<file path="config.mk">
export PLATFORM = sky130hd
export DESIGN_NAME = ttt_game_ctrl
export DESIGN_NICKNAME = d
export VERILOG_FILES = /design/src/rtl/ttt_game_ctrl_pkg.sv /design/src/rtl/ttt_line_check.sv /design/src/rtl/ttt_game_ctrl.sv
export SDC_FILE = /design/constraint.sdc
export NUM_CORES = 1
export LEC_CHECK = 0
export CORE_UTILIZATION = 44
export DETAILED_ROUTE_END_ITERATION = 6
export HOLD_SLACK_MARGIN = 0.06
export MAX_ROUTING_LAYER = met4
export PLACE_DENSITY = 0.81
export RECOVER_POWER = 50
export SLEW_MARGIN = 20
export SYNTH_ARGS = -nofsm -noshare
export SYNTH_HDL_FRONTEND = slang
export SYNTH_SLANG_ARGS = --single-unit
</file>
<file path="constraint.sdc">
create_clock -name clk -period 1.8 [get_ports clk]
set_clock_uncertainty 0.15 [all_clocks]
set_input_delay 0.36 -clock clk [delete_from_list [all_inputs] [get_ports clk]]
set_output_delay 0.36 -clock clk [all_outputs]
set_load 0.03 [all_outputs]
</file>
<file path="src/rtl/ttt_game_ctrl_pkg.sv">
// Shared types, constants and the win-line table for the tic-tac-toe controller.
// Square index is row-major: 0 = top-left, 8 = bottom-right.
package ttt_game_ctrl_pkg;

    localparam int NUM_SQUARES = 9;
    localparam int NUM_LINES   = 8;

    typedef enum logic [1:0] {
        IDLE = 2'd0,
        PLAY = 2'd1,
        EVAL = 2'd2,
        DONE = 2'd3
    } state_e;

    typedef enum logic [1:0] {
        WIN_NONE = 2'b00,
        WIN_X    = 2'b01,
        WIN_O    = 2'b10,
        WIN_DRAW = 2'b11
    } winner_e;

    // Line l is won when all three listed squares belong to one player.
    // Order matches the win_line bit positions.
    localparam logic [3:0] LINE_SQ [NUM_LINES][3] = '{
        '{4'd0, 4'd1, 4'd2},
        '{4'd3, 4'd4, 4'd5},
        '{4'd6, 4'd7, 4'd8},
        '{4'd0, 4'd3, 4'd6},
        '{4'd1, 4'd4, 4'd7},
        '{4'd2, 4'd5, 4'd8},
        '{4'd0, 4'd4, 4'd8},
        '{4'd2, 4'd4, 4'd6}
    };

    // One-hot square mask; positions off the board map to an empty mask.
    function automatic logic [NUM_SQUARES-1:0] square_mask(input logic [3:0] pos);
        if (pos < 4'(NUM_SQUARES)) begin
            square_mask = NUM_SQUARES'(1) << pos;
        end else begin
            square_mask = '0;
        end
    endfunction

endpackage

</file>
<file path="src/rtl/ttt_line_check.sv">
// Combinational win-line detector: flags every line fully occupied on one board.
module ttt_line_check
    import ttt_game_ctrl_pkg::*;
(
    input  logic [NUM_SQUARES-1:0] board_i,
    output logic [NUM_LINES-1:0]   lines_o
);

    always_comb begin
        lines_o = '0;
        for (int l = 0; l < NUM_LINES; l++) begin
            lines_o[l] = board_i[LINE_SQ[l][0]]
                       & board_i[LINE_SQ[l][1]]
                       & board_i[LINE_SQ[l][2]];
        end
    end

endmodule

</file>
<file path="src/rtl/ttt_game_ctrl.sv">
// Tic-tac-toe game controller: accepts moves, keeps the X/O boards, detects win/draw.
// Optional single-level undo is enabled by defining TTT_UNDO_EN.
//
// Handshake: a move transfers on a rising edge where move_valid & move_ready;
// move_ready is high only in PLAY, move_valid is ignored in every other state,
// and move_pos must be stable while move_valid is high.
module ttt_game_ctrl
    import ttt_game_ctrl_pkg::*;
#(
    parameter logic FIRST_PLAYER = 1'b0
) (
    input  logic                   clk,
    input  logic                   rst,
    input  logic                   start,
    input  logic                   move_valid,
    input  logic [3:0]             move_pos,
`ifdef TTT_UNDO_EN
    input  logic                   undo,
`endif
    output logic                   move_ready,
    output logic [NUM_SQUARES-1:0] xboard,
    output logic [NUM_SQUARES-1:0] oboard,
    output logic                   turn,
    output logic                   illegal,
    output logic                   game_over,
    output logic [1:0]             winner,
    output logic [NUM_LINES-1:0]   win_line,
    output logic [1:0]             dbg_state_o,
    output logic [3:0]             dbg_move_cnt_o
);

    state_e                 state_q,    state_d;
    logic [NUM_SQUARES-1:0] xboard_q,   xboard_d;
    logic [NUM_SQUARES-1:0] oboard_q,   oboard_d;
    logic                   turn_q,     turn_d;
    logic [3:0]             move_cnt_q, move_cnt_d;
    winner_e                winner_q,   winner_d;
    logic [NUM_LINES-1:0]   win_line_q, win_line_d;
    logic                   illegal_q,  illegal_d;

`ifdef TTT_UNDO_EN
    logic [3:0]             last_pos_q,   last_pos_d;
    logic                   last_valid_q, last_valid_d;
    logic                   undo_mover;
    logic                   undo_ok;
`endif

    logic [NUM_SQUARES-1:0] occupied;
    logic [NUM_SQUARES-1:0] move_mask;
    logic                   move_legal;
    logic [NUM_SQUARES-1:0] mover_board;
    logic [NUM_LINES-1:0]   line_flags;

    assign occupied   = xboard_q | oboard_q;
    assign move_mask  = square_mask(move_pos);
    assign move_legal = (move_pos < 4'(NUM_SQUARES)) && ((occupied & move_mask) == '0);

    // turn is only toggled after EVAL, so in EVAL it still names the mover.
    assign mover_board = turn_q ? oboard_q : xboard_q;

    ttt_line_check u_line_check (
        .board_i (mover_board),
        .lines_o (line_flags)
    );

`ifdef TTT_UNDO_EN
    // In DONE the turn was never toggled; in PLAY it already points past the mover.
    assign undo_mover = (state_q == DONE) ? turn_q : ~turn_q;
    assign undo_ok    = last_valid_q && ((state_q == DONE) || (move_cnt_q != 4'd0));
`endif

    always_comb begin
        state_d    = state_q;
        xboard_d   = xboard_q;
        oboard_d   = oboard_q;
        turn_d     = turn_q;
        move_cnt_d = move_cnt_q;
        winner_d   = winner_q;
        win_line_d = win_line_q;
        illegal_d  = 1'b0;
`ifdef TTT_UNDO_EN
        last_pos_d   = last_pos_q;
        last_valid_d = last_valid_q;
`endif

        if (start) begin
            state_d    = PLAY;
            xboard_d   = '0;
            oboard_d   = '0;
            turn_d     = FIRST_PLAYER;
            move_cnt_d = 4'd0;
            winner_d   = WIN_NONE;
            win_line_d = '0;
`ifdef TTT_UNDO_EN
            last_valid_d = 1'b0;
`endif
        end
`ifdef TTT_UNDO_EN
        else if (undo && ((state_q == PLAY) || (state_q == DONE))) begin
            if (undo_ok) begin
                if (undo_mover) begin
                    oboard_d = oboard_q & ~square_mask(last_pos_q);
                end else begin
                    xboard_d = xboard_q & ~square_mask(last_pos_q);
                end
                move_cnt_d   = move_cnt_q - 4'd1;
                turn_d       = undo_mover;
                winner_d     = WIN_NONE;
                win_line_d   = '0;
                last_valid_d = 1'b0;
                state_d      = PLAY;
            end else begin
                illegal_d = 1'b1;
            end
        end
`endif
        else begin
            case (state_q)
                IDLE: begin
                    state_d = IDLE;
                end
                PLAY: begin
                    if (move_valid) begin
                        if (move_legal) begin
                            if (turn_q) begin
                                oboard_d = oboard_q | move_mask;
                            end else begin
                                xboard_d = xboard_q | move_mask;
                            end
                            move_cnt_d = move_cnt_q + 4'd1;
                            state_d    = EVAL;
`ifdef TTT_UNDO_EN
                            last_pos_d   = move_pos;
                            last_valid_d = 1'b1;
`endif
                        end else begin
                            illegal_d = 1'b1;
                        end
                    end
                end
                EVAL: begin
                    if (line_flags != '0) begin
                        win_line_d = line_flags;
                        winner_d   = turn_q ? WIN_O : WIN_X;
                        state_d    = DONE;
                    end else if (move_cnt_q == 4'(NUM_SQUARES)) begin
                        win_line_d = '0;
                        winner_d   = WIN_DRAW;
                        state_d    = DONE;
                    end else begin
                        turn_d  = ~turn_q;
                        state_d = PLAY;
                    end
                end
                DONE: begin
                    state_d = DONE;
                end
                default: begin
                    state_d = IDLE;
                end
            endcase
        end
    end

    always_ff @(posedge clk) begin
        if (rst) begin
            state_q    <= IDLE;
            xboard_q   <= '0;
            oboard_q   <= '0;
            turn_q     <= FIRST_PLAYER;
            move_cnt_q <= 4'd0;
            winner_q   <= WIN_NONE;
            win_line_q <= '0;
            illegal_q  <= 1'b0;
`ifdef TTT_UNDO_EN
            last_pos_q   <= 4'd0;
            last_valid_q <= 1'b0;
`endif
        end else begin
            state_q    <= state_d;
            xboard_q   <= xboard_d;
            oboard_q   <= oboard_d;
            turn_q     <= turn_d;
            move_cnt_q <= move_cnt_d;
            winner_q   <= winner_d;
            win_line_q <= win_line_d;
            illegal_q  <= illegal_d;
`ifdef TTT_UNDO_EN
            last_pos_q   <= last_pos_d;
            last_valid_q <= last_valid_d;
`endif
        end
    end

    assign move_ready     = (state_q == PLAY);
    assign game_over      = (state_q == DONE);
    assign xboard         = xboard_q;
    assign oboard         = oboard_q;
    assign turn           = turn_q;
    assign illegal        = illegal_q;
    assign winner         = winner_q;
    assign win_line       = win_line_q;
    assign dbg_state_o    = state_q;
    assign dbg_move_cnt_o = move_cnt_q;

endmodule

</file>
* Yosys cells after proc, flatten, opt, wreduce, memory -nomap -nowiden
Index checks and enable logic that the tools add are counted.
** Cells by class
- $add $sub $neg :: 1
- $mul :: 0
- Divide/modulo/power cells :: 0
- Magnitude comparators :: 1
- Equal/unequal tests :: 8
- Shifts and indexed selects :: 1
- Multiplexer cells :: 14
- Bitwise operators :: 25
- Reduce and logical (&&, ||, !) cells :: 14
** Operators with widths (count)
- bitwise OR 9 bit :: 3
- 2-to-1 mux 9 bit :: 2
- bitwise AND 1 bit :: 16
- 2-to-1 mux 8 bit :: 2
- 2-to-1 mux 2 bit :: 7
- bitwise AND 9 bit :: 1
- logical NOT 9 bit :: 1
- left shift 1 x 4 -> 9 bit (first input constant) :: 1
- one-hot mux 2 bit (4 select lines) :: 1
- AND reduction 4 bit :: 2
- nonzero test 8 bit :: 1
- AND reduction 2 bit :: 3
- AND reduction 3 bit :: 2
- inverter 1 bit :: 5
- adder 4 x 1 -> 4 bit (second input constant) :: 1
- == test 2 bit (second input constant) :: 2
- == test 4 bit (second input constant) :: 1
- less-than comparator 4 bit (second input constant) :: 1
- OR reduction 4 bit :: 1
- inequality test 3 x 2 -> 1 bit (second input constant) :: 1
- inequality test 3 bit (second input constant) :: 1
- == test 2 x 1 -> 1 bit (second input constant) :: 1
- logical NOT 2 bit :: 1
- 2-to-1 mux 1 bit :: 2
- 5 further kinds :: 5
** Storage, ports and cells
- Register bits after elaboration :: 36
- Latch bits :: 0
- RAM bits :: 0
- Bits in read-only memories :: 0
- Input bits :: 8
- Output and inout port bits :: 38
- Logic and storage cells :: 73
- Memories :: 0

* Logic depth before layout (Yosys ltp)
Gate-level depths: netlist of run 1.
- Depth after elaboration :: 9
- Mapped depth :: 7
- Depth with buffers taken out :: 5

* Cells and area by module
Synthesis of run 1 repeated with hierarchy kept, for this count alone.
** Second synthesis, totals
- Cell total of the unflattened synthesis :: 186
- Area total of the unflattened synthesis :: 1732.9 um^2
** By module, submodules not included
- ttt_game_ctrl :: times used 1, cells each 178, area each 1682.9 um^2
- ttt_line_check :: times used 1, cells each 8, area each 50.0 um^2

* Worst setup path before layout of run 1
OpenSTA, ideal clock, no wires.
- Path type :: register -> register
- From :: reg state_q[0] (netlist: dbg_state_o[0])
- To :: reg move_cnt_q[3] (netlist: dbg_move_cnt_o[3])
- Library setup time :: 0.116 ns
- Arrival time :: 1.867 ns
- Data required time :: 1.534 ns
- Setup slack :: -0.334 ns
- Stages on the path, launching flop included :: 6
- Path buffers :: 0
- Period minus slack after synthesis :: 2.134 ns
- Cell sequence :: dfxtp_1 > nor2b_1 > nand2_1 > nor2_1 > a31oi_1 > a31o_2
** Between the ends
- Cells in the longest elaborated chain, start to end :: 2
** Ends and longest elaborated chain
- from (decl) :: RTL line ttt_game_ctrl.sv:32 : state_e state_q, state_d;
- from (signal assigned) :: RTL line ttt_game_ctrl.sv:180 : state_q <= state_d;
- == test 2 x 1 -> 1 bit
- via move_ready :: RTL line ttt_game_ctrl.sv:20 : output logic move_ready,
- AND reduction 3 bit (no source line)
- to (signal assigned) :: RTL line ttt_game_ctrl.sv:184 : move_cnt_q <= move_cnt_d;
- to (decl) :: RTL line ttt_game_ctrl.sv:36 : logic [3:0] move_cnt_q, move_cnt_d;
The timed path passes the listed nets, and every way through them passes these cells.
A chain may end at the register's enable or synchronous reset.

* Worst setup path after layout of run 1
- From :: reg turn_q (netlist: turn)
- To :: reg win_line_q[7] (netlist: win_line[7])
** Between the ends
- Cells in the longest elaborated chain, start to end :: 6
** Ends and longest elaborated chain
- from (decl) :: RTL line ttt_game_ctrl.sv:35 : logic turn_q, turn_d;
- from (signal assigned) :: RTL line ttt_game_ctrl.sv:183 : turn_q <= turn_d;
- 2-to-1 mux 9 bit * :: RTL line ttt_game_ctrl.sv:59 : assign mover_board = turn_q ? oboard_q : xboard_q;
- bitwise AND 1 bit :: RTL line ttt_line_check.sv:13 : & board_i[LINE_SQ[l][1]]
- bitwise AND 1 bit :: RTL line ttt_line_check.sv:14 : & board_i[LINE_SQ[l][2]];
- nonzero test 8 bit :: RTL line ttt_game_ctrl.sv:142 : if (line_flags != '0) begin
- nonzero test 2 bit (no source line)
- AND reduction 2 bit (no source line)
- to (signal assigned) :: RTL line ttt_game_ctrl.sv:186 : win_line_q <= win_line_d;
- to (decl) :: RTL line ttt_game_ctrl.sv:38 : logic [NUM_LINES-1:0] win_line_q, win_line_d;
Every way passes the cells marked *; elsewhere a longest branch is shown, timed or not.

==> results of run 1 <==
## per-stage QoR
step	instance area (um2)	hold WS (ns)
finish	3010	0.314
global placement	2800	0.290
detailed placement	2800	0.307
global route	3010	0.337
floorplan	1930	0.282
CTS	3010	0.315
## per-layer routing
metal	global-route usage [%]	routed length [um]
met1	34.2	2500
met2	52.3	3100
met3	4.79	372
met4	14.6	204
met5	-	0
## cells in the mapped netlist, drive strengths merged, types with 2 or more instances
master / count / area (um2)
nand2: 39 / 146
dfxtp: 36 / 721
nor2: 21 / 78.8
o21ai: 11 / 55.1
a32o: 10 / 100
mux2i: 9 / 90.1
nand3: 9 / 62.6
nand4: 8 / 50.1
inv: 7 / 26.3
nor3: 7 / 46.3
o41ai: 7 / 68.8
buf: 4 / 35.0
clkbuf: 4 / 15.0
nand2b: 4 / 25.0
a311oi: 3 / 50.1
or3: 3 / 23.8
a31oi: 2 / 12.5
and3: 2 / 13.8
ha: 2 / 25.0
nor3b: 2 / 15.0
o221a: 2 / 22.5
o31ai: 2 / 33.8
o32a: 2 / 20.0
or2: 2 / 12.5
## registers in the layout, summed over array words and instances, names as in the netlist
name,count
win_line,8
dbg_move_cnt_o,4
illegal,1
dbg_state_o,2
turn,1
winner,2
oboard,9
xboard,9
## worst max path at each step
stage,to,start
after floorplan,dbg_move_cnt_o[0],move_pos[0]
after detailed placement,xboard[0],move_pos[0]
final,win_line[7],turn
after global routing,win_line[7],turn
after global placement,oboard[4],move_pos[0]
after CTS,winner[0],turn
## power breakdown
group,internal [W],switching [W],leakage [nW]
logic,0.000106,0.000122,0.924
registers,0.000795,0.00000340,0.298
clock network,0.000349,0.000286,0.0515
total,0.00125,0.000412,1.27
## cell type report
class | instances | area share [%]
multi-input combinational | 159 | 41.1
clock buffer | 8 | 3.33
inverter | 7 | 0.873
tap | 50 | 2.08
timing repair buffer | 102 | 27.8
sequential | 36 | 24.8
## cells by family (layout without fill, tap and decap cells)
group,after synthesis,count (layout)
AND/OR/NAND/NOR,103,103
AO/OA/AOI/OAI,44,44
flip-flops,36,36
buffers and inverters,15,117
multiplexers,10,10
adder cells (fa/ha/maj),2,2
## worst register-to-register path: stages (launching register included)
cell and delay (ns):
sky130_fd_sc_hd__dfxtp_4 0.43, sky130_fd_sc_hd__buf_4 0.19, sky130_fd_sc_hd__nand3_1 0.11, sky130_fd_sc_hd__o21ai_2 0.11
sky130_fd_sc_hd__o31ai_4 0.09, sky130_fd_sc_hd__a311oi_4 0.34, sky130_fd_sc_hd__buf_12 0.17, sky130_fd_sc_hd__mux2i_1 0.18
## what timing repair did
item,4_1_cts,5_1_grt
gates cloned,0,0
pin swaps,11,4
buffers inserted,5,0
resized for setup,62,19
setup endpoints to repair,67,34
==> summary by stage, run 1 <==
Status
The run finished, with violations left. The checks that failed: negative setup slack.

Yosys
The most frequently used flop master after synthesis is sky130_fd_sc_hd__dfxtp_1. The largest family of logic cells by synthesized area is simple AND/OR/NAND/NOR gates. Yosys printed 0 warnings. The sequential-to-total area share from yosys stat is 39.0%. The number of nets handed over by synthesis was 220.

Counting flops with a built-in enable in the synthesized netlist gives 0. The post-synthesis cell type count is 49. The post-synthesis compound-gate area fraction is 21.7%.

The multiplexer share of the synthesized area is 5.48%. The mean cell area of the mapped netlist is 8.81 um2. The flip-flop and latch count after synthesis is 36. Of the total synthesized cell area, the portion taken by AND, OR, NAND and NOR gates is 28.4%. Synthesis produced 210 cells. The fraction of the mapped netlist area in adder cells is 1.35%. Of all flip-flops after synthesis, the portion carrying an async set or reset was 0%.

In this run the cell area of the synthesized design comes to 0.00185 mm2. The xor/xnor cell area share of the yosys netlist is 0%.

Finish
The repair_antennas step left the layout with diodes totalling 0. The count of nets after finishing is 321. Cells fill 74.7% of the core in the end.

The flip-flop and latch area is 746 um2. In the layout the commonest cells are sky130_fd_sc_hd__buf_4 (53), sky130_fd_sc_hd__nand2_1 (39), sky130_fd_sc_hd__dlygate4sd2_1 (31), sky130_fd_sc_hd__dfxtp_1 (22), sky130_fd_sc_hd__nor2_1 (19). The area occupied by multi-input gates is 0.00124 mm2.

Counting the fill cells in the layout gives 302. Leaving out fill and tap cells, the most frequent cell in the layout is sky130_fd_sc_hd__buf_4. The area added between synthesis and finish is 62.7%. In the final layout, the share of cells above drive strength 1 is 39.7%. The finished layout holds 362 standard cells, fillers aside.

Pwr
The worst-case IR drop observed on VDD is 548 uV. The ratio of total power to cell area is 552 mW/mm2. The power after layout is 0.00166 W. The cell leakage power is 1.27 nW.

CTS
The TritonCTS sink count is 36. For this design, the CTS-stage hold fixing added 0 buffers. The clock tree synthesis step divided the H-tree into 2 levels. The clock root buffer is sky130_fd_sc_hd__clkbuf_8. TritonCTS created 5 clock buffers. TritonCTS built the clock tree. The clock reaches the later pin of the worst-skew pair after 0.29 ns. The longest clock path from root to sink contains 2 buffers. After clock tree synthesis, the clock-pin slew on the worst setup and hold paths is 0.07 ns.

Setup path
The worst-path cell with the longest stage delay is sky130_fd_sc_hd__dfxtp_4. The category of the most critical setup path is reg2reg. The number of buffers and inverters on the critical path is 2.

The critical path's top delay family is compound AO/OA/AOI/OAI gates. The peak fanout along the critical path is 10. The type of element launching the critical path is a flip-flop. In this run the critical register-to-register path is launched from turn. The number of logic stages on the critical path including buffering is 7. The reg-to-reg critical path endpoint is win_line[7]. The largest stage delay on the critical path is 0.43 ns. Data on the critical path is required at its endpoint by 1.86 ns. The count of cells along the worst register-to-register path is 7.

Data on the critical path arrives at its endpoint at 1.91 ns. STA classifies the critical path endpoint as a flip-flop. The critical path goes through buf_4, nand3_1, o21ai_2, o31ai_4, a311oi_4, buf_12, mux2i_1. Across all register-to-register paths, the minimum setup slack is -0.05 ns.

STA
Setup violations remaining at the end of the flow were counted as 9. In the final timing run, aggregate negative setup slack is -0.310 ns. The final count of pins violating max slew is 0. The fraction of the cycle the final worst path needs is 103%. Once routing completed, OpenROAD measured the worst setup slack at -0.0488 ns.

The maximum frequency from static timing analysis is 541 MHz. The actual slew at the worst max-slew pin is 0.373 ns. The smallest clock period supported by the final layout is computed as 1.85 ns. Setup repair after global routing could not meet its margin everywhere. The final-report hold violation count is 0. The worst slew margin relative to its limit is 75.3%.

Hold path
The worst hold path passes through 2 cells. The worst hold path terminates at win_line[0]. The worst hold path begins at win_line[0]. The min-delay analysis places its worst path in the category reg2reg.

Global route
The global-route usage over all layers is 30.4%. The largest net degree at the start of global routing is 14. The number of global-route vias before repair came to 1983. The initial antenna violation count is 0. The remaining global-route overflow is 0.

The wire length of the first global-routing pass is 9.60 mm.

Job
The max-capacitance violation count is 0.

Floorplanning
In this run the vertical extent of the chip is 66.8 um. For this design the top-level I/O count stands at 46. The initial utilization of the core area, before any placement, comes to 45.9%. The die covers 0.00447 mm2. Row generation in the floorplan step produced 23 rows. The core region is 0.00403 mm2. The die is 66.8 um wide.

Route
Dividing the detail-routed via count by the number of cells gives 5.92. The average wire length per cell after detail routing is 17.1 um. The iteration count of the initial detailed-routing pass is 5. Summed over all layers, the routed wires come to 6.18 mm. The detail route stage leaves a number of antenna-violating nets equal to 0. For this block, the via count after detailed routing is 2144. The initial DRC count is 154. The remaining routing DRC violations is 0.

Placed design
The HPWL after detailed placement is 4.41 mm. The worst setup slack before clock tree synthesis is -0.708 ns. The weighted congestion at the end of routability-driven global placement is 0.922. The count of input and output buffers is 45.

The placed cell count is 349.
No activity file was read; power rests on OpenSTA's default activity.
==> inputs of run 2 (changes only) <==
Settings changed: CAP_MARGIN set to 20.
==> results of run 2 <==
No change in the layout: final DEF, timing and power equal those of run 1.
==> inputs of run 3 (changes only) <==
Settings changed: ABC_AREA set to 1, PLACE_DENSITY 0.81 to 0.82, REMOVE_ABC_BUFFERS set to 1.
==> summary by stage, run 3 <==
Yosys
For this run, the leading register cell type out of synthesis is sky130_fd_sc_hd__dfxtp_1. The sequential-to-total area share from yosys stat is 39.3%. The post-synthesis instance area is 0.00183 mm2. By area the synthesized netlist is led by sky130_fd_sc_hd__dfxtp_1 (39%), sky130_fd_sc_hd__nand2_1 (14%), sky130_fd_sc_hd__nor2_1 (8.0%). The most common cell in the synthesized netlist is sky130_fd_sc_hd__nand2_1.

The async set-reset flop share out of synthesis is 0%. Of the post-synthesis cell area, the dominant cell type holds 39.3%. The post-synthesis cell count is 280. The netlist uses 22 different library cells. The flip-flop and latch count after synthesis is 36. Yosys printed 0 warnings. Counting instances in the post-synthesis netlist gives the leading cell types as sky130_fd_sc_hd__nand2_1 (70), sky130_fd_sc_hd__nor2_1 (39), sky130_fd_sc_hd__dfxtp_1 (36). The mean cell area of the mapped netlist is 6.55 um2. The dominant cell type by area after synthesis is sky130_fd_sc_hd__dfxtp_1. In this run, synthesis inferred 0 flip-flops with an integrated enable.

Global route
The initial antenna violation count is 0. The largest net degree at the start of global routing is 14. The remaining global-route overflow is 0. The number of global-route vias before repair came to 2000.

The global-route usage over all layers is 25.6%. The wire length of the first global-routing pass is 8.45 mm.

Route
The total number of vias is 2217. The routed design uses 382 um of met3 wire. The via density per instance is 5.29.

For this block, the routed nets add up to 6.11 mm of wire. The highest routed metal layer is met4. The routed length on met1 is 2.38 mm. The first detailed-routing pass took 4 iterations.

The initial DRC count is 132. Dividing the detail-routed wire length by the instance count gives 14.6 um. The remaining antenna violation count after routing is 0. After detailed routing, the met2 layer carries 3.08 mm of wire. The remaining routing DRC violations is 0.

STA
The final-report hold violation count came to 0. The least setup slack across all paths after layout is -0.0964 ns. The actual slew at the worst max-slew pin is 0.429 ns. The worst path in the final design needs a cycle of 1.90 ns, including I/O delays and setup. The fraction of the cycle the final worst path needs is 105%. The worst slack on hold paths is 0.331 ns. Setup repair after global routing could not meet its margin everywhere. Measured against its own limit, the worst slew margin works out to 71.4%. The final count of pins violating max slew is 0. Setup violations remaining at the end of the flow were counted as 15. For this run, the top clock speed supported by timing is 527 MHz.

Floorplanning
The overall die width is 66.6 um. The row count is 23. From bottom edge to top edge, the die measures 66.6 um. The region available for standard cell placement spans 0.00400 mm2. The die covers 0.00443 mm2.

The effective utilization at floorplan is 45.9%. The total I/O pin count is 46.

Finish
In the layout the commonest cells are sky130_fd_sc_hd__nand2_1 (51), sky130_fd_sc_hd__buf_4 (38), sky130_fd_sc_hd__dfxtp_1 (35), sky130_fd_sc_hd__dlygate4sd2_1 (33), sky130_fd_sc_hd__inv_1 (32). The area added between synthesis and finish is 58.5%. The library cell used most frequently in the layout, excluding fill and tap cells, is sky130_fd_sc_hd__nand2_1. Cells with a size suffix above 1 make up 30.4% of the layout.

The design area is 0.00291 mm2. Counting the fill cells in the layout gives 291. 0 antenna diodes ended up in the layout. The utilization after layout is 72.7%. The count of nets after finishing is 378.

Pwr
The cell leakage power is 1.41 nW. The ratio of total power to cell area is 536 mW/mm2. IR analysis of the VDD net gives a maximum drop of 447 uV.

Placed design
Routability-driven placement finished with a final weighted congestion of 0.893. The detailed placer's ending HPWL is 3.61 mm. The placed instances occupy a cell area of 0.00252 mm2. Timing analysis after detailed placement gives a worst setup slack of -0.489 ns. The count of input and output buffers is 45.

Job
The max-capacitance violation count is 0.

CTS
The clock root buffer is sky130_fd_sc_hd__clkbuf_8. The clock drives 36 sinks. The number of CTS-inserted buffers is 5. The clock passes through at most 2 buffers. The H-tree generated during clock tree synthesis spans 2 levels. The hold buffer count at cts is 0.

The clock transition at the registers of the reported paths is 0.08 ns. The clock reaches the later pin of the worst-skew pair after 0.30 ns. TritonCTS built the clock tree.

Setup path
The type of element launching the critical path is a flip-flop. The critical path in this run is classified as reg2reg. The worst setup path is captured at a flip-flop. The required time of the critical path is 1.85 ns. The peak fanout along the critical path is 11.

STA puts the critical path data arrival time at 1.94 ns.

Status
The run finished, with violations left. The checks that failed: negative setup slack.

Hold path
The worst hold path belongs to the class reg2reg.
-- run 3: cell types whose count changed after synthesis, moves of 10 or more --
cell and change:
sky130_fd_sc_hd__nor2_1 +18, sky130_fd_sc_hd__inv_1 +27, sky130_fd_sc_hd__nand3_1 +16, sky130_fd_sc_hd__a21oi_1 +25, sky130_fd_sc_hd__a32o_1 -10, sky130_fd_sc_hd__nand2_1 +31, sky130_fd_sc_hd__nand4_1 +10
-- run 3: kinds of logic after synthesis --
family | Yosys count | synth area share [%]
flops | 36 | 39.3
compound gates | 31 | 8.66
simple gates | 162 | 39.2
xor+xnor | 2 | 0.955
buf+inv | 47 | 10.5
fa+ha+maj | 2 | 1.36
-- run 3: worst paths after layout --
check / startpoint / end / slack (ns) / cells after the start
worst min register to register: winner[0] / winner[0] / 0.33 / 2
worst max-delay path: turn / turn / -0.1 / 12
worst max register to register: turn / turn / -0.1 / 12
worst min-delay path: winner[0] / winner[0] / 0.33 / 2
-- run 3: through the flow --
stage                     cells  TNS [ns]  total power (W)
final                       419    -0.502          0.00156
after global routing        419     -1.71          0.00161
after CTS                   407         0          0.00154
after detailed placement    396    -12.16         0.000977
after global placement      396    -10.13         0.000974
after floorplan             270    -10.61         0.000896
-- run 3: layer usage --
layer | global-route usage (%) | up-vias
li1 | - | 1077
met1 | 27.6 | 1014
met2 | 44.1 | 97
met3 | 5.48 | 29
met4 | 13.0 | 0
met5 | - | -
-- run 3: critical path, cell delays in order, from the launching register on --
cell and delay [ns]:
sky130_fd_sc_hd__dfxtp_4 0.45, sky130_fd_sc_hd__inv_6 0.08, sky130_fd_sc_hd__nand2_1 0.10, sky130_fd_sc_hd__nand2_2 0.10, sky130_fd_sc_hd__nand3_2 0.12, sky130_fd_sc_hd__nand2_2 0.08
sky130_fd_sc_hd__nor2_4 0.16, sky130_fd_sc_hd__buf_4 0.13, sky130_fd_sc_hd__nand2_2 0.07, sky130_fd_sc_hd__nor2_2 0.12, sky130_fd_sc_hd__nand3_1 0.09, sky130_fd_sc_hd__nand2_1 0.09
sky130_fd_sc_hd__nor2_1 0.05
-- run 3: area by class of cell --
| cell class | instances | area (um2) | area share (%) |
|---|---|---|---|
| Sequential cell | 36 | 724 | 24.9 |
| Timing Repair Buffer | 89 | 739 | 25.4 |
| Clock buffer | 5 | 68.8 | 2.37 |
| Tap cell | 50 | 62.6 | 2.15 |
| Multi-Input combinational cell | 198 | 1130 | 38.8 |
| Clock inverter | 3 | 18.8 | 0.646 |
| Inverter | 37 | 156 | 5.38 |
| Timing Repair inverter | 1 | 8.76 | 0.301 |
-- run 3: timing repair --
item	4_1_cts	5_1_grt
resized for setup	47	72
gates cloned	2	2
hold endpoints to repair	0	0
pin swaps	5	18
setup endpoints to repair	70	33
buffers inserted	1	10
-- run 3: report_power, final --
part / total (W) / switching, W / internal, W
clock: 0.000585 / 0.000316 / 0.000270
sequential: 0.000803 / 0.00000457 / 0.000799
combinational: 0.000170 / 0.000101 / 0.0000687
total: 0.00156 / 0.000421 / 0.00114
==> patch 1: new RTL, flow settings as in run 1 <==
Make the reset (`rst`) asynchronous in one clocked block.
--- a/src/rtl/ttt_game_ctrl.sv
+++ b/src/rtl/ttt_game_ctrl.sv
@@ -163,5 +163,5 @@
     end
 
-    always_ff @(posedge clk) begin
+    always_ff @(posedge clk or posedge rst) begin
         if (rst) begin
             state_q    <= IDLE;
Formal check against the unedited RTL: differs if rst is asserted again (counterexample within 4 cycles, from zero or initial values and one cycle with rst high); with rst held inactive, the same outputs for 4 cycles.
==> patch 1 against run 1 <==
The flow still finishes with violations (negative setup slack); fmax shrank 18%; sequential cell count is the same; total power up 4.8%; final area rose by 12%; routed wire length grew 13%; sequential share of layout area up 2.3 points; via count up 2.8%; sequential power up 4.9%; die area rose by 3.5%; synthesized area rose by 3.7%; setup slack got worse by 0.42 ns; count of clock-buffer cells in the layout did not move; critical endpoint is now xboard[6]$_DFFE_PP0P_; largest cell class unchanged.
==> patch 1: results (changes against run 1) <==
Die
  • Area of the die: 4620 um^2 (+3.5%)

Place
  • Final HPWL DP: 4.35 mm (-1.5%)
  • Placed cell count: 358 (+2.6%)
  • Placed instance area: 2980 um^2 (+6.6%)
  • DP Worst Slack: -0.839 ns (-0.131 ns)

Worst setup path
  • Worst path slowest cell: or4_4
  • Reg2reg end: xboard[6]$_DFFE_PP0P_
  • Critical path peak fanout: 4 (-6)
  • Crit path arrival time: 2.33 ns (+0.42 ns)
  • Reg-to-Reg Start: xboard[1]$_DFFE_PP0P_

Drt
  • Routed wire length: 7.01 mm (+13%)
  • Routed via count: 2204 (+2.8%)
  • Iteration-0 DRC Markers: 156 (+1.3%)
  • Via density per instance: 5.77 (-2.6%)

Run status
  • Status: finished with violations
  • Failing checks: negative setup slack

Layout
  • Multi-input gate area: 1170 um^2 (-5.3%)
  • Buffer share of cell area: 32.4% (+4.6 points)
  • Non-clk bufs: 131 (+28%)
  • Layout fillers: 229 (-24%)
  • Multi-In Gates: 147 (-7.5%)
  • Seq. cell area: 908 um^2 (+22%)
  • Nets@finish: 341 (+6.2%)

Pwr
  • Max VDD drop: 0.000445 V (-19%)
  • Static leakage: 0.00163 uW (+28%)

Synth
  • Post-Synth XOR/XNOR Area: 0.914% (+0.91 points)
  • Synth unique cells: 43 (-12%)
  • Top post-synthesis cells by count: dfrtp_1 (36), nor2_1 (23), nand3_1 (13), nand2_1 (12), o21ai_0 (11)
  • Avg Cell Area, Syn: 9.26 um^2 (+5.2%)
  • Net Count, Synth: 217 (-1.4%)
  • Post-Synth Adder-Cell Area: 1.31% (-0.048 points)

STA
  • Slew at the pin closest to its max-slew limit: 0.923 ns (+0.551 ns)
  • Final setup fails: 37 (+28)
  • Final WS setup: -0.467 ns (-0.418 ns)
  • Fin Setup TNS: -11.74 ns (-11.43 ns)

Min path
  • Hold wc startpoint: win_line[3]$_DFFE_PP0P_

Global routing
  • GRT Total Usage: 29.8% (-0.68 points)
  • Vias in the first global route: 2037 (+2.7%)
  • M2 GR Usage: 50.4% (-1.9 points)
  • M3 GR Usage: 5.33% (+0.54 points)
[patch 1: changes by cell type in the layout (fill, tap and decap cells not counted), moves of 7 or more]
cell     delta
nand2_1    -28
dfxtp_2    -11
mux2i_1     -8
buf_4      +23
a41oi_1     +7
dfxtp_1    -22
a32o_1      -8
dfrtp_1    +30
[patch 1: worst min-delay path by stage]
| stage | cells after the start | to | slack (ns) |
|---|---|---|---|
| 6_report | 2 | win_line[3]$_DFFE_PP0P_ | 0.39 |
| 5_1_grt | 2 | win_line[3]$_DFFE_PP0P_ | 0.40 |
| 4_1_cts | 3 | win_line[2]$_DFFE_PP0P_ | 0.29 |
| 3_5_place_dp | 2 | win_line[3]$_DFFE_PP0P_ | 0.38 |
| 3_3_place_gp | 2 | win_line[0]$_DFFE_PP0P_ | 0.38 |
| 2_1_floorplan | 1 | dbg_move_cnt_o[0]$_DFFE_PP0P_ | 0.38 |
[patch 1: critical path: cells and delay by family (launching register included)]
kind | cells | cell delay (ns)
and+or+nand+nor | 3 | 0.77
DFF | 1 | 0.39
buffers and inverters | 1 | 0.21
AOI/OAI and AO/OA | 3 | 0.67
[patch 1: metal layers]
metal  wire length (um)  share of wire, %
met1               2730                39
met2               3570                51
met3                429               6.1
met4                276               3.9
met5                  0                 0
[patch 1: report_power, final]
group / switching [uW] / internal [uW]
Clock: 284 / 312
Combinational: 177 / 130
Sequential: 16.9 / 821
[patch 1: repair_timing]
action,CTS,global route
setup buffers,7,8
pin swaps,7,10
cloned,0,1
hold endpoints to repair,0,0
gates resized for setup,65,26
endpoints found under the setup margin,72,37
==> patch 2: new RTL, config.mk and constraints of run 1 <==
Made on the original files. `FIRST_PLAYER`: 1'b0 -> 1'b1.
--- a/src/rtl/ttt_game_ctrl.sv
+++ b/src/rtl/ttt_game_ctrl.sv
@@ -8,5 +8,5 @@
     import ttt_game_ctrl_pkg::*;
 #(
-    parameter logic FIRST_PLAYER = 1'b0
+    parameter logic FIRST_PLAYER = 1'b1
 ) (
     input  logic                   clk,
Behaviour: not the same (Yosys sat finds a counterexample within 4 cycles, from zero or initial values and one cycle with rst high).
==> patch 2 against run 1 <==
The run still ends with negative setup slack left; critical endpoint is now winner[0]$_SDFFE_PP0P_; setup slack worse by 0.036 ns; via count down 3.3%; sequential cell count unchanged; routed wire length down 0.13%; final area down 3.3%; sequential power about the same; synthesized area about the same; total power down 1.4%; count of clock-buffer cells in the layout down 1.
==> patch 2: results (changes against run 1) <==
Run status
  • Status: finished with violations
  • Failing checks: negative setup slack

Global routing
  • First-pass GRT wire length: 9.38 mm (-2.4%)
  • GRT Total Usage: 29.4% (-1.1 points)
  • Vias in the first global route: 1981 (-0.10%)

STA
  • Slew at the pin closest to its max-slew limit: 0.382 ns (+0.00881 ns)
  • Fin Setup TNS: -0.347 ns (-0.0377 ns)
  • Final WS setup: -0.0852 ns (-0.0364 ns)
  • Final setup fails: 9 (unchanged)

Worst setup path
  • Critical path peak fanout: 11 (+1)
  • Crit path capture: winner[0]$_SDFFE_PP0P_
  • Reg-to-Reg Start: turn$_SDFFE_PP1P_
  • Largest stage delay, worst path: 0.39 ns (-0.04 ns)

Pwr
  • Flop pwr share: 48.9% (+0.8 points)
  • Max VDD drop: 0.000545 V (-0.62%)
  • Static leakage: 0.00124 uW (-3.0%)
  • Seq. pwr: 801 uW (about the same)
  • Sw frac: 24.7% (-0.038 points)

Drt
  • Routed via count: 2073 (-3.3%)
  • Routed wire length: 6.17 mm (-0.13%)
  • Iteration-0 DRC Markers: 130 (-16%)

Synth
  • Sequential area share after synthesis: 39.0% (about the same)
  • Top post-synthesis cells by count: nand2_1 (39), dfxtp_1 (36), nor2_1 (21)
  • Main synth FF type: dfxtp_1
  • Cells after Synth: 210 (unchanged)
  • Synth unique cells: 48 (-2.0%)
  • Synth top area cells: dfxtp_1 (39%), nand2_1 (7.9%), a32o_1 (5.4%)

Place
  • IO buf count: 45 (unchanged)
  • Final HPWL DP: 4.48 mm (+1.5%)
  • Placed instance area: 2780 um^2 (-0.67%)
  • DP Worst Slack: -0.665 ns (+0.0421 ns)
  • Final Wtd Congestion: 0.933 (+1.3%)

Layout
  • Post-Layout Cell Count: 354 (-2.2%)
  • Ratio of cells with drive above 1 in the final layout: 33.9% (-5.9 points)
  • Layout fillers: 301 (-0.33%)
  • Nets@finish: 314 (-2.2%)

Clock network
  • Root Buffer: clkbuf_8
patch 2: worst min-delay path by stage:
stage / endpoint / slack, ns / cells after the start / from
global placement: win_line[2]$_SDFFE_PP0P_ / 0.29 / 2 / win_line[2]$_SDFFE_PP0P_
floorplan: dbg_state_o[0]$_SDFFE_PP0P_ / 0.28 / 1 / rst
detailed placement: win_line[0]$_SDFFE_PP0P_ / 0.30 / 2 / win_line[0]$_SDFFE_PP0P_
finish: win_line[6]$_SDFFE_PP0P_ / 0.31 / 2 / win_line[6]$_SDFFE_PP0P_
CTS: win_line[6]$_SDFFE_PP0P_ / 0.31 / 2 / win_line[6]$_SDFFE_PP0P_
global route: win_line[0]$_SDFFE_PP0P_ / 0.33 / 2 / win_line[0]$_SDFFE_PP0P_
patch 2: kinds of logic (layout without fill, tap and decap cells):
logic type               count (synthesis)  after routing  share of synthesized area (%)
AO/OA/AOI/OAI                           44             44                           21.7
buffers and inverters                   15            109                           4.13
AND/OR/NAND/NOR                        103            103                           28.4
multiplexers                            10             10                           5.42
flip-flops                              36             36                           39.0
adder cells (fa/ha/maj)                  2              2                           1.35
patch 2: what timing repair did:
item                       4_1_cts  5_1_grt
hold buffers                     0        0
resized for setup               58       15
cloned                           0        0
pin swaps                        8        5
setup buffers                    1        1
setup endpoints to repair       66       31
patch 2: area by class of cell:
type,count,area [um^2],share of cell area [%]
timing repair buffer,95,774,26.6
sequential,36,734,25.2
clock buffer,7,96.3,3.31
tap,50,62.6,2.15
multi-input combinational,159,1220,41.8
inverter,7,26.3,0.903
patch 2: per-layer routing:
layer	GRT usage, %	routed length, um	up-vias
met5	-	0	-
met4	10.6	156	0
met3	5.31	468	20
met2	52.5	3180	106
met1	32.2	2370	978
li1	-	-	969
